**config.mk**
```make
export PLATFORM = sky130hd
export DESIGN_NAME = bcd_xs3_converter
export DESIGN_NICKNAME = d
export VERILOG_FILES = /design/src/rtl/bcd_xs3_pkg.sv /design/src/rtl/xs3_digit_conv.sv /design/src/rtl/bcd_xs3_converter.sv
export SDC_FILE = /design/constraint.sdc
export NUM_CORES = 1
export LEC_CHECK = 0
export BUFFER_PORTS_ARGS = -buffer_cell sky130_fd_sc_hd__buf_2
export CORE_MARGIN = 10
export CORE_UTILIZATION = 50
export DETAILED_ROUTE_END_ITERATION = 12
export GPL_ROUTABILITY_DRIVEN = 0
export GPL_TIMING_DRIVEN = 1
export PLACE_DENSITY_LB_ADDON = 0.25
export REMOVE_ABC_BUFFERS = 1
export SYNTH_ARGS = -nofsm -noshare
export SYNTH_HDL_FRONTEND = slang
export SYNTH_SLANG_ARGS = --single-unit
```
**constraint.sdc**
```tcl
create_clock -name clk -period 5.25 [get_ports clk]
set_input_delay 0.525 -clock clk [delete_from_list [all_inputs] [get_ports clk]]
set_output_delay 0.525 -clock clk [all_outputs]
set_load 0.005 [all_outputs]
```
**src/rtl/bcd_xs3_pkg.sv**
```systemverilog
// Shared types and constants for the iterative BCD / Excess-3 converter.
package bcd_xs3_pkg;

    typedef enum logic [1:0] {
        IDLE = 2'd0,
        CONV = 2'd1,
        DONE = 2'd2
    } state_t;

    localparam logic       MODE_BCD2XS3 = 1'b0;
    localparam logic       MODE_XS32BCD = 1'b1;
    localparam logic [3:0] XS3_OFFSET   = 4'd3;
    localparam logic [3:0] BCD_MAX      = 4'd9;
    localparam logic [3:0] XS3_MIN      = 4'd3;
    localparam logic [3:0] XS3_MAX      = 4'd12;

endpackage

```
**src/rtl/xs3_digit_conv.sv**
```systemverilog
// Combinational single-digit BCD <-> Excess-3 converter with illegal-code flag.
module xs3_digit_conv
    import bcd_xs3_pkg::*;
(
    input  logic [3:0] digit,
    input  logic       mode,
    output logic [3:0] result,
    output logic       illegal
);

    always_comb begin
        result  = 4'h0;
        illegal = 1'b0;
        if (mode == MODE_BCD2XS3) begin
            if (digit <= BCD_MAX) result = digit + XS3_OFFSET;
            else                  illegal = 1'b1;
        end else begin
            if (digit >= XS3_MIN && digit <= XS3_MAX) result = digit - XS3_OFFSET;
            else                                      illegal = 1'b1;
        end
    end

endmodule

```
**src/rtl/bcd_xs3_converter.sv**
```systemverilog
// Multi-digit BCD <-> Excess-3 converter: one digit per clock, LSD first,
// valid/ready on both sides, sticky error flag for illegal source digits.
module bcd_xs3_converter
    import bcd_xs3_pkg::*;
#(
    parameter int DIGITS = 4
) (
    input  logic                  clk,
    input  logic                  reset,
    input  logic                  in_valid,
    output logic                  in_ready,
    input  logic [4*DIGITS-1:0]   in_data,
    input  logic                  mode,
    output logic                  out_valid,
    input  logic                  out_ready,
    output logic [4*DIGITS-1:0]   out_data,
    output logic                  err,
    output logic [1:0]            state_dbg
);

    localparam int IDX_W = (DIGITS > 1) ? $clog2(DIGITS) : 1;

    // Handshake rule: a transfer happens on a rising edge where valid and ready
    // are both high; valid never depends on ready, and a presented word is held.
    state_t               state_q, state_d;
    logic [IDX_W-1:0]     idx_q;
    logic [IDX_W+1:0]     bit_base;
    logic [4*DIGITS-1:0]  src_q;
    logic [4*DIGITS-1:0]  res_q;
    logic                 mode_q;
    logic                 err_q;
    logic                 accept;
    logic                 last_digit;
    logic [3:0]           cur_digit;
    logic [3:0]           conv_digit;
    logic                 conv_illegal;

    assign bit_base   = {idx_q, 2'b00};
    assign cur_digit  = src_q[bit_base +: 4];
    assign last_digit = (idx_q == IDX_W'(DIGITS - 1));

    xs3_digit_conv u_digit_conv (
        .digit   (cur_digit),
        .mode    (mode_q),
        .result  (conv_digit),
        .illegal (conv_illegal)
    );

    always_comb begin
        state_d   = state_q;
        in_ready  = 1'b0;
        out_valid = 1'b0;
        accept    = 1'b0;
        case (state_q)
            IDLE: begin
                // Forced low during reset so no word is taken while clearing.
                in_ready = ~reset;
                accept   = in_valid & ~reset;
                if (accept) state_d = CONV;
            end
            CONV: begin
                if (last_digit) state_d = DONE;
            end
            DONE: begin
                out_valid = 1'b1;
                if (out_ready) state_d = IDLE;
            end
            default: state_d = IDLE;
        endcase
    end

    always_ff @(posedge clk or posedge reset) begin
        if (reset) begin
            state_q <= IDLE;
            idx_q   <= '0;
            src_q   <= '0;
            res_q   <= '0;
            mode_q  <= MODE_BCD2XS3;
            err_q   <= 1'b0;
        end else begin
            state_q <= state_d;
            if (accept) begin
                src_q  <= in_data;
                mode_q <= mode;
                res_q  <= '0;
                err_q  <= 1'b0;
                idx_q  <= '0;
            end else if (state_q == CONV) begin
                res_q[bit_base +: 4] <= conv_digit;
                err_q                <= err_q | conv_illegal;
                idx_q                <= last_digit ? '0 : idx_q + 1'b1;
            end
        end
    end

    assign out_data  = res_q;
    assign err       = err_q;
    assign state_dbg = state_q;

endmodule

```
Yosys cells after proc, flatten, opt, wreduce, memory -nomap -nowiden
Cells that the tools add are included.
Widths: inputs -> output; s select.
Word-level totals
  logic and storage cells: 50
  register bits after elaboration: 38
  output and inout port bits: 21
  input bits: 21
Cells by class
  shift operators: 3
  order comparisons: 3
  reduce and logical (&&, ||, !) cells: 4
  add/sub/neg operators: 4
  multiplexer cells: 21
  equality and inequality tests: 6
  bitwise operators: 3
Operator list (number)
  $mux 16: 2
  $bwmux 16: 1
  $shift 4x6->16 const A: 1
  $shiftx 16x5->4: 1
  $shiftx 4x6->16: 1
  $mux 2: 6
  $mux 4: 3
  $le 4x4->1 const B: 2
  $mux 1: 8
  $ne 2x2->1 const B: 3
  $neg 4->6: 1
  $pmux 2 s3: 1
  $add 4x2->4 const B: 1
  $eq 2x2->1 const B: 2
  $ge 4x2->1 const B: 1
  $sub 4x2->4 const B: 1
  $reduce_and 3->1: 1
  $add 2x1->2 const B: 1
  $eq 2x1->1 const B: 1
  $logic_not 2->1: 1
  $reduce_bool 2->1: 1
  $and 1x1->1: 1
  $logic_and 1x1->1: 1
  $not 1->1: 1
  $or 1x1->1: 1

Longest topological paths before layout
Gate-level depths: netlist of the first run.
  depth in word-level cells: 9
  gate-level depth with buffers: 9
  depth with buffers taken out: 8

Cells and area by module
A second synthesis of the first run with hierarchy kept.
Unflattened totals
  cells, all modules: 200
  area, all modules: 1979.4 µm²
By module, submodules not included
  bcd_xs3_converter: cells each 166, area each 1734.2 µm², times used 1, seq. area each 950.9 µm²
  xs3_digit_conv: cells each 34, area each 245.2 µm², times used 1, seq. area each 0.0 µm²

Least setup slack after synthesis of the first run
No wires, ideal clock.
  kind: reg2reg
  start: reg idx_q[0]
  end: reg res_q[4] (netlist: out_data[4])
  buffers on the path: 1
  arrival: 2279 ps
  required time: 5184 ps
  period minus slack after synthesis: 2345 ps
  setup slack: 2905 ps
  setup time: 66 ps
  cell stages (with the launch flop): 10
  cell sequence: dfrtp_1 buf_6 mux4_2 inv_1 ha_1 o21ai_0 o22ai_1 o22ai_1 a221oi_2 a22o_1
Between the ends
  word-level cells in the longest chain between the ends: 9
  elaborated cells on any way between the ends: 16
  classes of those cells: 3 x add/sub; 3 x order compare; 3 x shift; 6 x mux; 1 x reduce/logical
Ends and longest elaborated chain
  start, declared: RTL line bcd_xs3_converter.sv:26  | logic [IDX_W-1:0] idx_q;
  start signal, assigned: RTL line bcd_xs3_converter.sv:91  | idx_q <= last_digit ? '0 : idx_q + 1'b1;
  $shiftx 16x5->4: RTL line bcd_xs3_converter.sv:39  | assign cur_digit = src_q[bit_base +: 4];
  $ge 4x2->1 / $le 4x4->1 (equally long branches): RTL line xs3_digit_conv.sv:18  | if (digit >= XS3_MIN && digit <= XS3_MAX) result = digit - XS3_OFFSET;
  $logic_and 1x1->1: RTL line xs3_digit_conv.sv:18
  $mux 4: RTL line xs3_digit_conv.sv:18
  $mux 4: RTL line xs3_digit_conv.sv:14  | if (mode == MODE_BCD2XS3) begin
  $shiftx 4x6->16: RTL line bcd_xs3_converter.sv:89  | res_q[bit_base +: 4] <= conv_digit;
  $bwmux 16 *: RTL line bcd_xs3_converter.sv:89
  $mux 16 *: RTL line bcd_xs3_converter.sv:88  | end else if (state_q == CONV) begin
  $mux 16 *: RTL line bcd_xs3_converter.sv:82  | if (accept) begin
  end signal, assigned by index: RTL line bcd_xs3_converter.sv:89
  end, declared: RTL line bcd_xs3_converter.sv:29  | logic [4*DIGITS-1:0] res_q;
Mark *: on every way between the ends. The rest lies on a longest branch, timed or not. The select of a mux whose other input is x is not followed.
A chain may end at the register's enable or synchronous reset.

Worst setup path after layout of the first run
  start: reg idx_q[0]
  end: reg res_q[8] (netlist: out_data[8])
Same word-level chain as after synthesis.

==> results of run 1 <==
==> per-stage QoR <==
step | instances | util | total power, mW | cell area [um^2] | worst slack (ns)
floorplan | 158 | - | 1.15 | 1960 | 2.65
global placement | 251 | 0.568 | 1.34 | 2250 | 2.44
detailed placement | 251 | 0.568 | 1.41 | 2250 | 2.20
CTS | 259 | 0.595 | 1.65 | 2360 | 2.21
global route | 259 | 0.595 | 1.77 | 2360 | 1.97
finish | 259 | 0.595 | 1.65 | 2360 | 2.19
==> final cells by class <==
class | count | area share
Inverter | 11 | 0.0175
Timing Repair Buffer | 43 | 0.0932
Clock inverter | 3 | 0.0169
Sequential cell | 38 | 0.402
Tap cell | 50 | 0.0265
Clock buffer | 5 | 0.0291
Multi-Input combinational cell | 109 | 0.415
==> worst min-delay path, delay by kind of cell <==
family	cells	cell delay, ns
buf+inv	3	0.58
==> how the worst min path moves through the flow <==
stage	end	startpoint	slack, ns	cells after the start
after detailed placement	out_data[7]	out_data[7]	0.48	1
final	out_data[15]	reset	0.37	3
after global routing	idx_q[0]	reset	0.44	3
after global placement	out_data[5]	out_data[5]	0.48	1
after floorplan	src_q[7]	src_q[7]	0.47	1
after CTS	out_data[13]	reset	0.39	3
==> cell usage in the layout (no fill, tap or decap), types with 3 or more instances in the layout <==
master / instances
buf_2: 41
a21oi_1: 3
a22o_1: 16
mux4_2: 4
nand2b_1: 3
a21o_1: 3
dfrtp_1: 38
ha_1: 8
mux2_2: 16
nor2_1: 5
mux2_1: 3
nand2_1: 10
o22ai_1: 4
mux2i_1: 3
clkbuf_8: 5
a21oi_2: 3
inv_1: 11
==> power by group through the flow <==
stage / Combinational (mW) / Sequential, mW / Clock, mW
after CTS: 0.873 / 0.532 / 0.246
final: 0.881 / 0.530 / 0.242
after floorplan: 0.646 / 0.502 / 0
after global placement: 0.813 / 0.524 / 0
after detailed placement: 0.871 / 0.537 / 0
after global routing: 0.956 / 0.552 / 0.262
==> flip-flops by register name (all words and copies together) (netlist names) <==
name	flops
out_data	16
src_q	16
idx_q	2
state_dbg	2
err	1
mode_q	1
==> cells by family (layout without fill, tap and decap cells) <==
| logic type | after synthesis | count (layout) | share of synthesized area |
|---|---|---|---|
| flip-flops | 38 | 38 | 0.468 |
| multiplexers | 26 | 26 | 0.165 |
| buffers and inverters | 20 | 62 | 0.0536 |
| AO/OA/AOI/OAI | 44 | 44 | 0.176 |
| adder cells (fa/ha/maj) | 8 | 8 | 0.0493 |
| AND/OR/NAND/NOR | 31 | 31 | 0.0887 |
==> routing by layer <==
| layer | up-vias | part of all wire | global-route usage |
|---|---|---|---|
| met3 | 13 | 0.064 | 0.0498 |
| met2 | 49 | 0.50 | 0.231 |
| li1 | 694 | - | - |
| met1 | 724 | 0.41 | 0.151 |
| met5 | - | 0 | 0 |
| met4 | 0 | 0.024 | 0.0594 |
==> summary.md, run 1 <==
| Metric | Value |
|---|---|
| Antenna cell count | `0` |
| Leakage power | `1.14 nW` |
| Overall routing resource usage | `0.137` |
| Sequential Power Share | `0.321` |
| Top cells by area, synth | `dfrtp_1 47%, mux2_2 8.9%, a22o_1 6.9%, ha_1 4.9%, mux4_2 4.4%` |
| Critical Path End | `out_data[8]` |
| Core ar. | `0.00397 mm^2` |
| Crit path buffers/inverters | `1` |
| DIE AREA | `0.00701 mm^2` |
| Synth Cell Area | `0.00203 mm^2` |
| Cell variety after synth | `39` |
| Num CTS Buffers | `5` |
| Dpl hpwl | `3640 um` |
| Capturing point of the worst reg2reg path | `out_data[8]` |
| Register area share after synthesis | `0.468` |
| Hold crit path type | `in2async` |
| IO Port Bufs | `41` |
| Most frequent CP cell | `o22ai_1` |
| Mean post-synth cell area | `12.2 um^2` |
| DR vias | `1480` |
| DR vias/cell | `5.71` |
| Row count | `23` |
| RSZ-0062 raised after global routing | `false` |
| Die height | `83.7 um` |
| Slew Limit Headroom | `0.510` |
| Worst-path clk slew | `0.08 ns` |
| Commonest cells in the netlist | `38 x dfrtp_1, 16 x a22o_1, 16 x mux2_2` |
| Reg2Reg Setup Slack | `2.19 ns` |
| TritonCTS clock tree | `yes` |
| Startpoint types | `register` |
| Initial antenna violation count | `0` |
| Final Setup Violations | `0` |
| CP top delay family | `compound AO/OA/AOI/OAI gates` |
| CTS max path bufs | `2` |
| First-pass GRT wire length | `7940 um` |
| Most frequent cell after synthesis | `dfrtp_1` |
| R2R depth | `8` |
| Cell Int Power | `0.941 mW` |
| Share of cells above drive strength 1 | `0.397` |
| Share of the synthesized area in the top cell type | `0.468` |
| # IOs | `42` |
| Storage cell area | `951 um^2` |
| Final net count | `237` |
| Setup TNS Final | `0 ns` |
| Switching share of power | `0.431` |
| Ys Warns | `0` |
| VDD IR max | `0.318 mV` |
| Slew Limit Fails | `0` |
| Post-CTS Setup Bufs | `0` |
| Fin crit period | `3.06 ns` |
| Footprint of the multi-input gates | `980 um^2` |
| Crit Path Class | `reg2reg` |
| Die Width | `83.7 um` |
| Vias in the first global route | `1631` |
| Comb power frac | `0.533` |
| Largest net degree at the start of global routing | `40` |
| Startpoint of the worst setup timing path | `idx_q[0]` |
| Critical path depth | `8` |
| Clock Sinks | `38` |
| Number of flops mapped to enable cells by yosys | `0` |
| Remaining antenna violation count | `0` |
| CP max FO | `19` |
| Ys async rst share | `1.00` |
| Wirelength per Cell | `18.3 um` |
| Clock share of power | `0.146` |
| Fin. Hold Viols | `0` |
| Global route total overflow | `0` |
| CP max stage delay | `0.77 ns` |
| Yosys top cell by area | `dfrtp_1` |
| Worst slew pin tran | `0.725 ns` |
| Hold buffers post-CTS | `0` |
| #FFs+latches synth | `38` |
| Cell area power density | `699 mW/mm^2` |
| Slowest CP cell | `dfrtp_1` |
| Gate Count Post-Synth | `167` |
| Fillcell total | `327` |
| Critical path, cell by cell | `mux4_2 -> inv_1 -> ha_1 -> o21ai_0 -> o22ai_1 -> o22ai_1 -> a221oi_2 -> a22o_1` |
| Max Cap Viol | `0` |
| Routed wire length | `4730 um` |
| Setup skew after layout | `0.00944 ns` |
| H-tree depth | `2` |
| CP required | `5.48 ns` |
| Sw Pwr | `0.711 mW` |
| Worst path arrival time | `3.29 ns` |
| Hold WS | `0.372 ns` |
| Synthesis-to-finish area growth | `16.4%` |
| Clock root buffer | `clkbuf_8` |
| Initial core utilization | `0.511` |
| Initial DRC count | `123` |
| Main synth FF type | `dfrtp_1` |
| # DRC | `0` |
| Status | `finished clean` |
| Fin crit share | `0.583` |
| F_max | `327 MHz` |
| Clock Latency Late Sink | `0.30 ns` |
| 1st-pass router iterations | `4` |
| Post-CTS Resized | `0` |
| CP Capture Type | `register` |
| Worst reg2reg path startpoint | `idx_q[0]` |
Note: power is estimated with default switching activity, not from simulation.
==> run 2: changes to the inputs <==
Settings changed: CORE_UTILIZATION 50 to 49.
Clock period 5.25 ns to 2.6 ns, I/O delays scaled along.
==> run 2 against run 1 <==
Critical path depth is the same. Final cell count grew 1.5%. Register-to-register slack lost 2.1 ns. Routed wire length shrank 2.9%. Sequential share of layout area shrank 0.50 points. Die area grew 1.5%. Combinational power grew 110%. Clock power grew 99%.
==> summary.md, run 2 (synthesis gave the netlist of run 1 again) <==
| Metric | Value |
|---|---|
| Crit Path Class | `reg2reg` |
| Clock Latency Late Sink | `0.28 ns` |
| Core ar. | `0.00400 mm^2` |
| Initial DRC count | `99` |
| DR vias/cell | `5.80` |
| Wirelength per Cell | `17.5 um` |
| Hold crit path type | `in2async` |
| First-pass GRT wire length | `7720 um` |
| DIE AREA | `0.00712 mm^2` |
| Num CTS Buffers | `5` |
| Status | `finished clean` |
| Cell area power density | `1400 mW/mm^2` |
| Overall routing resource usage | `0.128` |
| 1st-pass router iterations | `4` |
| GR met1 Demand/Resource | `0.149` |
| CP Capture Type | `register` |
| Fin crit period | `2.50 ns` |
| Vias in the first global route | `1583` |
| Worst slew pin tran | `0.867 ns` |
| CTS max path bufs | `2` |
| Clock Sinks | `38` |
| Row count | `23` |
| Commonest cells after routing, fill and taps aside | `41 x buf_2, 38 x dfrtp_1, 16 x mux2_2, 16 x a22o_1, 11 x inv_1` |
| Final net count | `241` |
| RSZ-0062 raised after global routing | `false` |
| Global Route met3 Usage | `0.0473` |
| Grt peak-use layer | `met2` |
| Setup skew after layout | `0.00419 ns` |
| CP required | `2.82 ns` |
| Clock root buffer | `clkbuf_8` |
| Leakage power | `1.15 nW` |
| Remaining antenna violation count | `0` |
| CP max FO | `4` |
| Global route total overflow | `0` |
| TritonCTS clock tree | `yes` |
| Dpl hpwl | `3520 um` |
| Fin crit share | `0.963` |
| F_max | `399 MHz` |
| Hold buffers post-CTS | `0` |
| # IOs | `42` |
| H-tree depth | `2` |
| Comb power frac | `0.556` |
| Cell Int Power | `1.96 mW` |
| Die Width | `84.4 um` |
| Commonest non-fill, non-tap cell in the layout | `buf_2` |
| Setup TNS Final | `0 ns` |
| Synthesis-to-finish area growth | `17.9%` |
| Largest net degree at the start of global routing | `39` |
| Max Cap Viol | `0` |
| Initial antenna violation count | `0` |
| Worst-path clk slew | `0.07 ns` |
| Sw Pwr | `1.40 mW` |
| Initial core utilization | `0.508` |
| DR vias | `1526` |
| Slew Limit Headroom | `0.414` |
| Switching share of power | `0.416` |
| Slew Limit Fails | `0` |
| Startpoint types | `register` |
| VDD IR max | `0.727 mV` |
| IO Port Bufs | `41` |
| Fin. Hold Viols | `0` |
| Share of cells above drive strength 1 | `0.404` |
| Clock share of power | `0.143` |
| Die height | `84.4 um` |
| Antenna cell count | `0` |
| DP Cell Count | `255` |
| Worst path arrival time | `2.73 ns` |
| Routed wire length | `4600 um` |
| Final Setup Violations | `0` |
| Final Instance Count excl. Fillers | `263` |
| Sequential Power Share | `0.301` |
| # DRC | `0` |
| Met2 usage | `0.220` |
run 2: layout make-up:
cell class              instances  area, um^2
fillers                       331        1610
clock inverters                 1        30.0
repair buffers                 47         250
clock buffers                   7        76.3
multi-input cells             109         982
well taps                      50        62.6
inverters                      11        41.3
flip-flops and latches         38         951
run 2: metrics by stage:
step / util / power (mW) / area, um^2 / setup slack [ns] / hold slack (ns)
2_1_floorplan: - / 2.32 / 1960 / 0.00335 / 0.395
3_3_place_gp: 0.571 / 2.78 / 2280 / 0.252 / 0.442
3_5_place_dp: 0.571 / 2.87 / 2280 / 0.121 / 0.464
4_1_cts: 0.598 / 3.36 / 2390 / 0.111 / 0.158
5_1_grt: 0.598 / 3.60 / 2390 / 0.00625 / 0.184
6_report: 0.598 / 3.36 / 2390 / 0.0959 / 0.147
run 2: critical path: stages (launching register included):
cell      delay (ns)
dfrtp_1         0.41
mux4_2          0.52
inv_1           0.12
ha_1            0.21
o21ai_0         0.14
o22ai_1         0.25
o22ai_1         0.15
a221oi_2        0.43
a22o_1          0.22
run 2: worst paths after layout:
path	startpoint	end	slack, ns	cells past startpoint
setup / recovery	idx_q[0]	out_data[4]	0.1	8
hold / removal	reset	out_data[13]	0.15	3
setup reg to reg	idx_q[0]	out_data[4]	0.1	8
hold reg to reg	out_data[6]	out_data[6]	0.49	1
max in group asynchronous	reset	src_q[14]	2.13	3
min in group clk	in_data[11]	src_q[11]	0.19	2
run 2: repair_timing:
action | in CTS | in global routing
endpoints found under the setup margin | 0 | 3
gates resized for setup | 0 | 1
setup buffers | 0 | 0
run 2: power groups by stage:
stage          Sequential (mW)  Combinational (mW)  Clock (mW)
2_1_floorplan             1.01                1.30           0
3_3_place_gp              1.00                1.78           0
3_5_place_dp              1.02                1.85           0
4_1_cts                   1.01                1.86       0.491
5_1_grt                   1.05                2.04       0.517
6_report                  1.01                1.87       0.481
run 2: metal layers:
metal / up-vias / share of wire
li1: 706 / -
met1: 768 / 0.43
met2: 49 / 0.49
met3: 3 / 0.077
met4: 0 / 0.0070
met5: - / 0
==> run 3: changes to the inputs <==
Settings changed: CORE_MARGIN 10 to 4, CORE_UTILIZATION 49 to 50, CTS_BUF_LIST set to sky130_fd_sc_hd__clkbuf_2, SYNTH_HIERARCHICAL set to 1.
==> run 3 against run 2 <==
Synthesized area fell by 2.5%. Die area decreased by 29%. Core utilization increased by 1.4 points. Critical path depth unchanged. Critical endpoint is now out_data[0]. Worst hold slack got worse by 0.11 ns. Design area decreased by 4.2%. Clock power down 44%. Sequential cell count stayed put. Non-clock buffer count is 1 higher. Combinational power decreased by 11%.
==> summary.md, run 3 <==
| Metric | Value |
|---|---|
| Post-CTS Setup Bufs | `0` |
| Setup ws final | `0.158 ns` |
| Cell area power density | `1290 mW/mm^2` |
| Initial antenna violation count | `0` |
| Synthesis-to-finish area growth | `15.9%` |
| F_max | `409 MHz` |
| Worst-path clk slew | `0.21 ns` |
| #FFs+latches synth | `38` |
| CP required | `2.91 ns` |
| DR vias/cell | `5.50` |
| IO Port Bufs | `41` |
| Register area share after synthesis | `0.480` |
| Commonest cells in the netlist | `59 x nand2_1, 38 x dfrtp_1, 9 x a22o_1, 9 x ha_1` |
| Slew Limit Fails | `0` |
| Initial core utilization | `0.529` |
| Die Width | `70.9 um` |
| Core ar. | `0.00374 mm^2` |
| Setup skew after layout | `0.0140 ns` |
| H-tree depth | `2` |
| Footprint of the multi-input gates | `953 um^2` |
| Setup TNS Final | `0 ns` |
| Most frequent cell after synthesis | `nand2_1` |
| 1st-pass router iterations | `4` |
| Reg2Reg Setup Slack | `0.16 ns` |
| Gate Count Post-Synth | `200` |
| Max Cap Viol | `0` |
| Status | `finished clean` |
| Commonest non-fill, non-tap cell in the layout | `nand2_1` |
| Overall routing resource usage | `0.181` |
| Antenna cell count | `0` |
| Remaining antenna violation count | `0` |
| Commonest cells after routing, fill and taps aside | `59 x nand2_1, 41 x buf_2, 38 x dfrtp_1` |
| Crit Path Class | `reg2reg` |
| Startpoint types | `register` |
| Cell variety after synth | `41` |
| Storage cell area | `951 um^2` |
| DIE AREA | `0.00503 mm^2` |
| Yosys top cell by area | `dfrtp_1` |
| VDD IR max | `0.636 mV` |
| Clock Latency Late Sink | `0.38 ns` |
| Number of flops mapped to enable cells by yosys | `0` |
| Die height | `70.9 um` |
| CTS max path bufs | `2` |
| RSZ-0062 raised after global routing | `false` |
| TritonCTS clock tree | `yes` |
| Dpl hpwl | `3180 um` |
| Largest net degree at the start of global routing | `39` |
| Worst path arrival time | `2.75 ns` |
| Routed wire length | `4310 um` |
| Final Setup Violations | `0` |
| Initial DRC count | `118` |
| # DRC | `0` |
| Vias in the first global route | `1535` |
| Slew Limit Headroom | `0.566` |
| # IOs | `42` |
| DR vias | `1618` |
| Fillcell total | `349` |
| Share of cells above drive strength 1 | `0.264` |
| First-pass GRT wire length | `7190 um` |
| Mean post-synth cell area | `9.90 um^2` |
| Main synth FF type | `dfrtp_1` |
| Clock Sinks | `38` |
| Num CTS Buffers | `5` |
| Worst slew pin tran | `0.650 ns` |
| Final net count | `275` |
| Leakage power | `1.18 nW` |
| Synth Cell Area | `0.00198 mm^2` |
| Share of the synthesized area in the top cell type | `0.480` |
| Hold crit path type | `in2reg` |
| Clock root buffer | `clkbuf_2` |
| Top cells by area, synth | `dfrtp_1 48%, nand2_1 11%, ha_1 5.7%, mux4_2 4.6%, a22o_1 4.0%` |
| Ys async rst share | `1.00` |
| Place WS | `0.177 ns` |
| Row count | `22` |
| Ys Warns | `6` |
| CP max FO | `7` |
| Global route total overflow | `0` |
| Fin. Hold Viols | `0` |
| Wirelength per Cell | `14.6 um` |
| CP Capture Type | `register` |
| Fin crit share | `0.939` |
| Fin crit period | `2.44 ns` |
[run 3: metrics by stage]
| step | area (um^2) | hold slack, ns | util | cells | power, mW |
|---|---|---|---|---|---|
| finish | 2290 | 0.0401 | 0.613 | 294 | 2.95 |
| global route | 2290 | 0.00621 | 0.613 | 294 | 3.19 |
| CTS | 2290 | 0.0155 | 0.612 | 294 | 2.94 |
| detailed placement | 2230 | 0.445 | 0.597 | 285 | 2.67 |
| global placement | 2230 | 0.443 | 0.597 | 285 | 2.63 |
| floorplan | 1920 | 0.346 | - | 190 | 2.15 |
[run 3: per-layer routing]
metal,GRT usage,vias to the layer above,share of wire
met1,0.256,765,0.46
met3,0.0412,2,0.058
li1,-,796,-
met4,0.0438,0,0.0056
met5,0,-,0
met2,0.283,55,0.48
[run 3: power breakdown]
part           internal [mW]  switching [mW]
clock                 0.0662           0.200
sequential             0.815           0.202
combinational          0.737           0.933
total                   1.62            1.34
[run 3: critical path: stages, from the launching register on]
cell and delay (ns):
dfrtp_1 0.46, mux4_2 0.58, inv_1 0.11, ha_2 0.25, a21boi_1 0.08, o21ai_1 0.24
o311a_1 0.34, nand4_1 0.12, a21oi_1 0.19
[run 3: cells by family (layout without fill, tap and decap cells)]
| family | Yosys count | after routing | synth area share |
|---|---|---|---|
| AOI/OAI and AO/OA | 37 | 37 | 0.135 |
| and+or+nand+nor | 94 | 94 | 0.230 |
| buffers and inverters | 16 | 62 | 0.0392 |
| muxes | 6 | 6 | 0.0582 |
| DFF | 38 | 38 | 0.480 |
| adders and majority gates | 9 | 9 | 0.0569 |
[run 3: final cells by class]
class	instances	area share
Inverter	6	0.00982
Clock buffer	5	0.0109
Clock inverter	3	0.00927
Multi-Input combinational cell	146	0.416
Timing Repair Buffer	48	0.113
Sequential cell	38	0.415
Tap cell	48	0.0262
[run 3: path summary, 6_finish.rpt]
check                           startpoint      endpoint  cells after the start
max in group asynchronous            reset   out_data[0]                      4
worst max register to register    idx_q[0]   out_data[0]                      8
min in group asynchronous            reset     src_q[14]                      4
worst max-delay path              idx_q[0]   out_data[0]                      8
worst min-delay path             out_ready  state_dbg[1]                      2
worst min register to register    src_q[8]      src_q[8]                      2
[run 3: repair_timing]
action / 4_1_cts / 5_1_grt
hold buffers: 1 / 0
setup endpoints to repair: 0 / 2
resized for setup: 0 / 1
hold endpoints to repair: 19 / 0
